<file path="src/rtl/program_loader_seq.sv">
// program_loader_seq
//   Loader/sequencer that sits between the board UI and the integrated
//   computer. A start press holds the CPU in reset and copies the selected
//   program from the external program ROM into instruction memory. The CPU
//   is then released and runs free (optionally bounded to RUN_CYCLES) or is
//   single-stepped by the step button.
//
//   Optional feature macro: LOADER_VERIFY_EN
//     When defined, a VERIFY pass re-reads ROM and instruction memory after
//     the load and compares them word by word. A mismatch parks the loader
//     in ERROR, which only reset_sm can leave.
//
// Ports
//   clk            system clock
//   reset_sm       asynchronous active-low reset
//   start_n        start pushbutton, active-low, asynchronous
//   step_n         step pushbutton, active-low, asynchronous
//   step_mode      1 = single-step run, 0 = free run
//   program_select program to load, sampled on a start press
//   prog_sel_q     latched program select, to ROM
//   prog_rd_addr   ROM word address
//   prog_rd_data   ROM data, valid one cycle after prog_rd_addr
//   prog_len       word count of the latched program (combinational)
//   imem_rd_addr   instruction-memory read address (LOADER_VERIFY_EN only)
//   imem_rd_data   instruction-memory read data, 1-cycle latency (LOADER_VERIFY_EN only)
//   comp_rst       0 = CPU held in reset
//   comp_en        active-low CPU enable (0 = CPU advances this cycle)
//   wr_instr_en    instruction-memory write strobe
//   wr_instr_addr  instruction-memory write address
//   wr_instr       instruction-memory write data
//   run_count      cycles with comp_en=0 since the last load (saturating)
//   state          IDLE=0 LOAD=1 VERIFY=2 RUN=3 DONE=4 ERROR=5
//   err            verify mismatch flag
module program_loader_seq #(
  parameter int INSTR_W    = 32,
  parameter int ADDR_W     = 7,
  parameter int PSEL_W     = 2,
  parameter int CNT_W      = 32,
  parameter int RUN_CYCLES = 0
) (
  input  logic               clk,
  input  logic               reset_sm,
  input  logic               start_n,
  input  logic               step_n,
  input  logic               step_mode,
  input  logic [PSEL_W-1:0]  program_select,
  output logic [PSEL_W-1:0]  prog_sel_q,
  output logic [ADDR_W-1:0]  prog_rd_addr,
  input  logic [INSTR_W-1:0] prog_rd_data,
  input  logic [ADDR_W:0]    prog_len,
`ifdef LOADER_VERIFY_EN
  output logic [ADDR_W-1:0]  imem_rd_addr,
  input  logic [INSTR_W-1:0] imem_rd_data,
`endif
  output logic               comp_rst,
  output logic               comp_en,
  output logic               wr_instr_en,
  output logic [ADDR_W-1:0]  wr_instr_addr,
  output logic [INSTR_W-1:0] wr_instr,
  output logic [CNT_W-1:0]   run_count,
  output logic [2:0]         state,
  output logic               err
);

  localparam logic [2:0] S_IDLE   = 3'd0;
  localparam logic [2:0] S_LOAD   = 3'd1;
  localparam logic [2:0] S_VERIFY = 3'd2;
  localparam logic [2:0] S_RUN    = 3'd3;
  localparam logic [2:0] S_DONE   = 3'd4;
  localparam logic [2:0] S_ERROR  = 3'd5;

  localparam logic [ADDR_W:0]  MAX_LEN  = {1'b1, {ADDR_W{1'b0}}};
  localparam logic [CNT_W-1:0] LIMIT    = CNT_W'(RUN_CYCLES);
  localparam bit               LIMIT_EN = (RUN_CYCLES != 0);

  logic [2:0]         r_state;
  logic [ADDR_W:0]    r_addr;
  logic               r_wr_en;
  logic [ADDR_W-1:0]  r_wr_addr;
  logic               r_comp_rst;
  logic               r_start_s1, r_start_s2, r_start_d;
  logic               r_step_s1, r_step_s2, r_step_d;
`ifdef LOADER_VERIFY_EN
  logic               r_cmp_vld;
  logic               r_err;
`endif

  logic               w_start_evt;
  logic               w_step_evt;
  logic [ADDR_W:0]    w_len;
  logic               w_at_limit;
  logic               w_hit;
  logic               w_adv;

  // Button synchronisers; idle level is high so reset never fakes a press.
  always_ff @(posedge clk or negedge reset_sm) begin
    if (!reset_sm) begin
      r_start_s1 <= 1'b1;
      r_start_s2 <= 1'b1;
      r_start_d  <= 1'b1;
      r_step_s1  <= 1'b1;
      r_step_s2  <= 1'b1;
      r_step_d   <= 1'b1;
    end else begin
      r_start_s1 <= start_n;
      r_start_s2 <= r_start_s1;
      r_start_d  <= r_start_s2;
      r_step_s1  <= step_n;
      r_step_s2  <= r_step_s1;
      r_step_d   <= r_step_s2;
    end
  end

  // A press is the falling edge of the synchronised level.
  assign w_start_evt = r_start_d & ~r_start_s2;
  assign w_step_evt  = r_step_d & ~r_step_s2;

  assign w_len      = (prog_len > MAX_LEN) ? MAX_LEN : prog_len;
  assign w_at_limit = LIMIT_EN && (run_count >= LIMIT);
  assign w_hit      = LIMIT_EN && ((run_count + 1'b1) == LIMIT);

  // CPU advances this cycle; a start press or an exhausted budget wins over a step.
  assign w_adv = (r_state == S_RUN) && !w_start_evt && !w_at_limit &&
                 (!step_mode || w_step_evt);

  always_ff @(posedge clk or negedge reset_sm) begin
    if (!reset_sm) begin
      r_state    <= S_IDLE;
      r_addr     <= '0;
      r_wr_en    <= 1'b0;
      r_wr_addr  <= '0;
      r_comp_rst <= 1'b0;
      prog_sel_q <= '0;
      run_count  <= '0;
`ifdef LOADER_VERIFY_EN
      r_cmp_vld  <= 1'b0;
      r_err      <= 1'b0;
`endif
    end else begin
      r_wr_en <= 1'b0;
`ifdef LOADER_VERIFY_EN
      r_cmp_vld <= 1'b0;
`endif
      case (r_state)
        S_IDLE: begin
          if (w_start_evt) begin
            prog_sel_q <= program_select;
            r_comp_rst <= 1'b1;
            r_addr     <= '0;
            r_state    <= S_LOAD;
          end
        end
        S_LOAD: begin
          r_comp_rst <= 1'b1;
          // Address k goes out now; its ROM word is written next cycle.
          if (r_addr < w_len) begin
            r_wr_en   <= 1'b1;
            r_wr_addr <= r_addr[ADDR_W-1:0];
            r_addr    <= r_addr + 1'b1;
          end else begin
            r_addr <= '0;
`ifdef LOADER_VERIFY_EN
            r_state <= S_VERIFY;
`else
            r_state <= S_RUN;
`endif
          end
        end
`ifdef LOADER_VERIFY_EN
        S_VERIFY: begin
          // r_cmp_vld marks a cycle whose read data belongs to the previous address.
          if (r_cmp_vld && (prog_rd_data != imem_rd_data)) begin
            r_err      <= 1'b1;
            r_comp_rst <= 1'b0;
            r_addr     <= '0;
            r_state    <= S_ERROR;
          end else if (r_addr < w_len) begin
            r_cmp_vld <= 1'b1;
            r_addr    <= r_addr + 1'b1;
          end else begin
            r_addr  <= '0;
            r_state <= S_RUN;
          end
        end
        S_ERROR: begin
          r_comp_rst <= 1'b0;
        end
`endif
        S_RUN: begin
          if (w_start_evt || w_at_limit) begin
            r_state <= S_DONE;
          end else if (w_adv) begin
            if (!(&run_count)) run_count <= run_count + 1'b1;
            if (w_hit) r_state <= S_DONE;
          end
        end
        S_DONE: begin
          if (w_start_evt) begin
            // One cycle of CPU reset before the reload begins.
            r_comp_rst <= 1'b0;
            run_count  <= '0;
            prog_sel_q <= program_select;
            r_addr     <= '0;
            r_state    <= S_LOAD;
          end
        end
        default: r_state <= S_IDLE;
      endcase
    end
  end

  assign prog_rd_addr  = r_addr[ADDR_W-1:0];
  assign comp_rst      = r_comp_rst;
  assign comp_en       = ~w_adv;
  assign wr_instr_en   = r_wr_en;
  assign wr_instr_addr = r_wr_addr;
  assign wr_instr      = r_wr_en ? prog_rd_data : '0;
  assign state         = r_state;
`ifdef LOADER_VERIFY_EN
  assign imem_rd_addr  = r_addr[ADDR_W-1:0];
  assign err           = r_err;
`else
  assign err           = 1'b0;
`endif

endmodule
</file>
<file path="config.mk">
export PLATFORM = sky130hd
export DESIGN_NAME = program_loader_seq
export DESIGN_NICKNAME = d
export VERILOG_FILES = /design/src/rtl/program_loader_seq.sv
export SDC_FILE = /design/constraint.sdc
export NUM_CORES = 1
export LEC_CHECK = 0
export CORE_MARGIN = 4
export CORE_UTILIZATION = 40
export CTS_CLUSTER_DIAMETER = 200
export DETAILED_ROUTE_END_ITERATION = 16
export PLACE_DENSITY = 0.71
export RECOVER_POWER = 25
export SETUP_SLACK_MARGIN = 0.3
export SYNTH_ARGS = -nofsm -noshare
export SYNTH_HDL_FRONTEND = slang
export SYNTH_SLANG_ARGS = --single-unit
</file>
<file path="constraint.sdc">
create_clock -name clk -period 6.66 [get_ports clk]
set_clock_uncertainty 0.15 [all_clocks]
set_input_delay 1.332 -clock clk [delete_from_list [all_inputs] [get_ports clk]]
set_output_delay 1.332 -clock clk [all_outputs]
set_load 0.01 [all_outputs]
</file>
==> results.md <==
* R2r setup slk at around 2800 ps
* Most frequent cells in the layout: 127 x clkdlybuf4s50_1, 54 x dfrtp_1, 35 x and2_1
* Vias in the first global route at 3,121
* Max cap viols at 2
* Die Span Y at between 100 and 150 um
* Final hold violations at 0
* Vias at ~3,400
* Leak at a little under 0.002 uW
* Post-Syn Area per Cell at 9.342 um^2
* Outcome: finished with violations
* Complex-gate fraction of the synthesized area at 0.1677
* Period utilization at 0.6626
* Post-CTS setup buffer count at 0
* Worst-path clk slew at 70 ps
* Post-Route Setup TNS at 0 ps
* Final #Nets at 553
* Grt total ovfl at 0
* Asr flop ratio synth at 1.000
* Drt first pass iters at 4
* Worst Path Max Fanout at 10
* Layout cells sized above 1 at 0.07968
* Distinct cell type count after synthesis at 52
* Synth Area in Adders at 0.03232
* Area growth, synth to finish at 45.17%
* Largest net degree at the start of global routing at just over 60
* Unrepaired setup endpoints after global routing: no
* Final Max Slew Viols at 95
* Hold Path Class: flip-flop to flip-flop
* Number of synthesized flops with an enable pin at 0
* Clk buf depth at 2
* Slew @ Worst Pin at 3160 ps
* Cts bufs inserted at 9
* Failing checks: max-capacitance violations, max-slew violations
* Seq/Total Area, Yosys at 0.4330
* DRT antenna net count at 0
* Wire length per cell at 16.54 um
* Ant. Diodes at 0
* CP Class: input pin to output port
* CTS root buf: clkbuf_8
* IO Pins at 134
* Clock sinks at 60
* F_max at approximately 230 MHz
* H-tree depth at 3
* Cells after Synth at roughly 370
* Minimum clock period after layout at 4413 ps
* Routability cong. at 0.8484
* Core footprint at 8341 um^2
* Number of port buffers at about 130
* Avg Vias per Cell at 5.583
* Startpoint class of the critical path: input pin
* Die ar. at 10,270 um^2
* Site row count at 33
* Die Wd at 101.3 um
* Synth Flop Type: dfrtp_1
* Synthesized area at 3485 um^2
* Seq cells post-synth at 60
* Clk Latency, worst-skew pair at 330 ps
* Commonest non-fill, non-tap cell in the layout: clkdlybuf4s50_1
* DP Wirelength at 7522 um
* PD cells at 340.0 nW/um^2
* # resized after CTS at 0
* Post-synthesis xor/xnor area fraction at 0
* Worst VDD drop at 0.0001560 V
* Syn_nets at 429
* Largest family of logic cells by synthesized area: simple AND/OR/NAND/NOR gates
* First-pass GRT wire length at 15,930 um
* Post-Synth Simple-Gate Area at 0.2837
* Antenna violations before repair at 0
* Initial Util at 0.4178
* Proportion of synthesized area in mux cells at 0.03770
* Worst setup EP type: output port
* Slew margin rel. at -1.107
* Overall power at 1720 uW
* Setup violators final at 0
* Final WL at 10,040 um
* CP arrival at between 2000 and 3000 ps
* GRT Total Usage at 0.1947
* DRC at 0
* Synth warn at 0
* Cts hold-fix bufs at 0
* CTS tree: built
* 1st-iter DRT viols at 136
* Worst path required time at 5180 ps
==> cells by family after synthesis <==
logic type      after synthesis
simple gates                173
compound gates               88
flops                        60
buf+inv                      30
mux                          12
fa+ha+maj                     9
other cells                   1
==> flip-flops by register name (all words and copies together), names as in the netlist <==
signal         count
run_count         32
r_addr             8
wr_instr_addr      7
state              3
prog_sel_q         2
comp_rst           1
r_start_d          1
r_start_s1         1
r_start_s2         1
r_step_d           1
r_step_s1          1
r_step_s2          1
wr_instr_en        1
==> cells in the mapped netlist, types with 2 or more instances <==
cell       count  area (um^2)
dfrtp_1       54         1351
and2_1        35        219.0
nand2_1       32        120.1
a21oi_1       30        150.1
nand3_1       16        80.08
or4_1         15        112.6
o31ai_1       14        105.1
nor2_1        13        48.80
o21ai_0       13        65.06
clkbuf_1      11        41.29
buf_4         10        75.07
nand4_1       10        62.56
ha_1           9        112.6
mux2_2         9        101.4
nand2b_1       9        56.30
a31oi_1        8        50.05
nor3_1         8        40.04
nor4_1         8        50.05
and3_1         7        43.79
or3_1          7        43.79
dfstp_2        6        157.7
inv_1          6        22.52
and4_1         5        43.79
o2111ai_1      4        35.03
mux2i_1        3        30.03
a2111o_1       2        22.52
a21o_1         2        15.01
buf_2          2        10.01
o21a_1         2        15.01
==> routing by layer <==
metal  vias up  share of wire  GRT usage
li1       1653              -          -
met1      1599           0.42     0.2555
met2       128           0.49     0.3229
met3         9          0.077    0.03857
met4         0          0.010    0.06339
met5         -              0          0
==> stage by stage <==
| stage | cell area, um^2 | hold WS (ps) | instances | utilization | setup WS (ps) |
|---|---|---|---|---|---|
| final | 5059 | 210.7 | 607 | 0.6065 | 2247 |
| after global routing | 5059 | 217.3 | 607 | 0.6065 | 1738 |
| after CTS | 5066 | 210.5 | 607 | 0.6074 | 2251 |
| after detailed placement | 4843 | 199.5 | 591 | 0.5807 | 2258 |
| after global placement | 4843 | 196.5 | 591 | 0.5807 | 2284 |
| after floorplan | 3485 | 195.2 | 373 | - | 3335 |
==> critical path, cell delays in order <==
cell             delay [ps]
clkdlybuf4s50_1         440
a211oi_4                520
inv_4                   120
clkdlybuf4s50_1         510
==> worst paths after layout <==
path                       startpoint  depth (start not counted)             to
max                         step_mode                          4        comp_en
max reg2reg                  state[1]                          6  run_count[12]
max in group asynchronous    reset_sm                          2  run_count[11]
min                         r_step_s1                          0      r_step_s2
min in group asynchronous    reset_sm                          2   run_count[5]
min reg2reg                 r_step_s1                          0      r_step_s2
==> where the power goes <==
part | switching, uW | internal [uW] | total (uW)
Clock | 156 | 212 | 368
Combinational | 331 | 410 | 741
Sequential | 145 | 465 | 610
Total | 632 | 1090 | 1720
==> layout make-up <==
type | instances | area, um^2
fill | 720 | 3282
clock inverter | 7 | 98.84
clock buffer | 9 | 123.9
inverter | 7 | 28.78
multi-input combinational | 283 | 1828
timing repair buffer | 136 | 1339
tap | 105 | 131.4
sequential | 60 | 1509
Power figures use the tool's default switching activity.
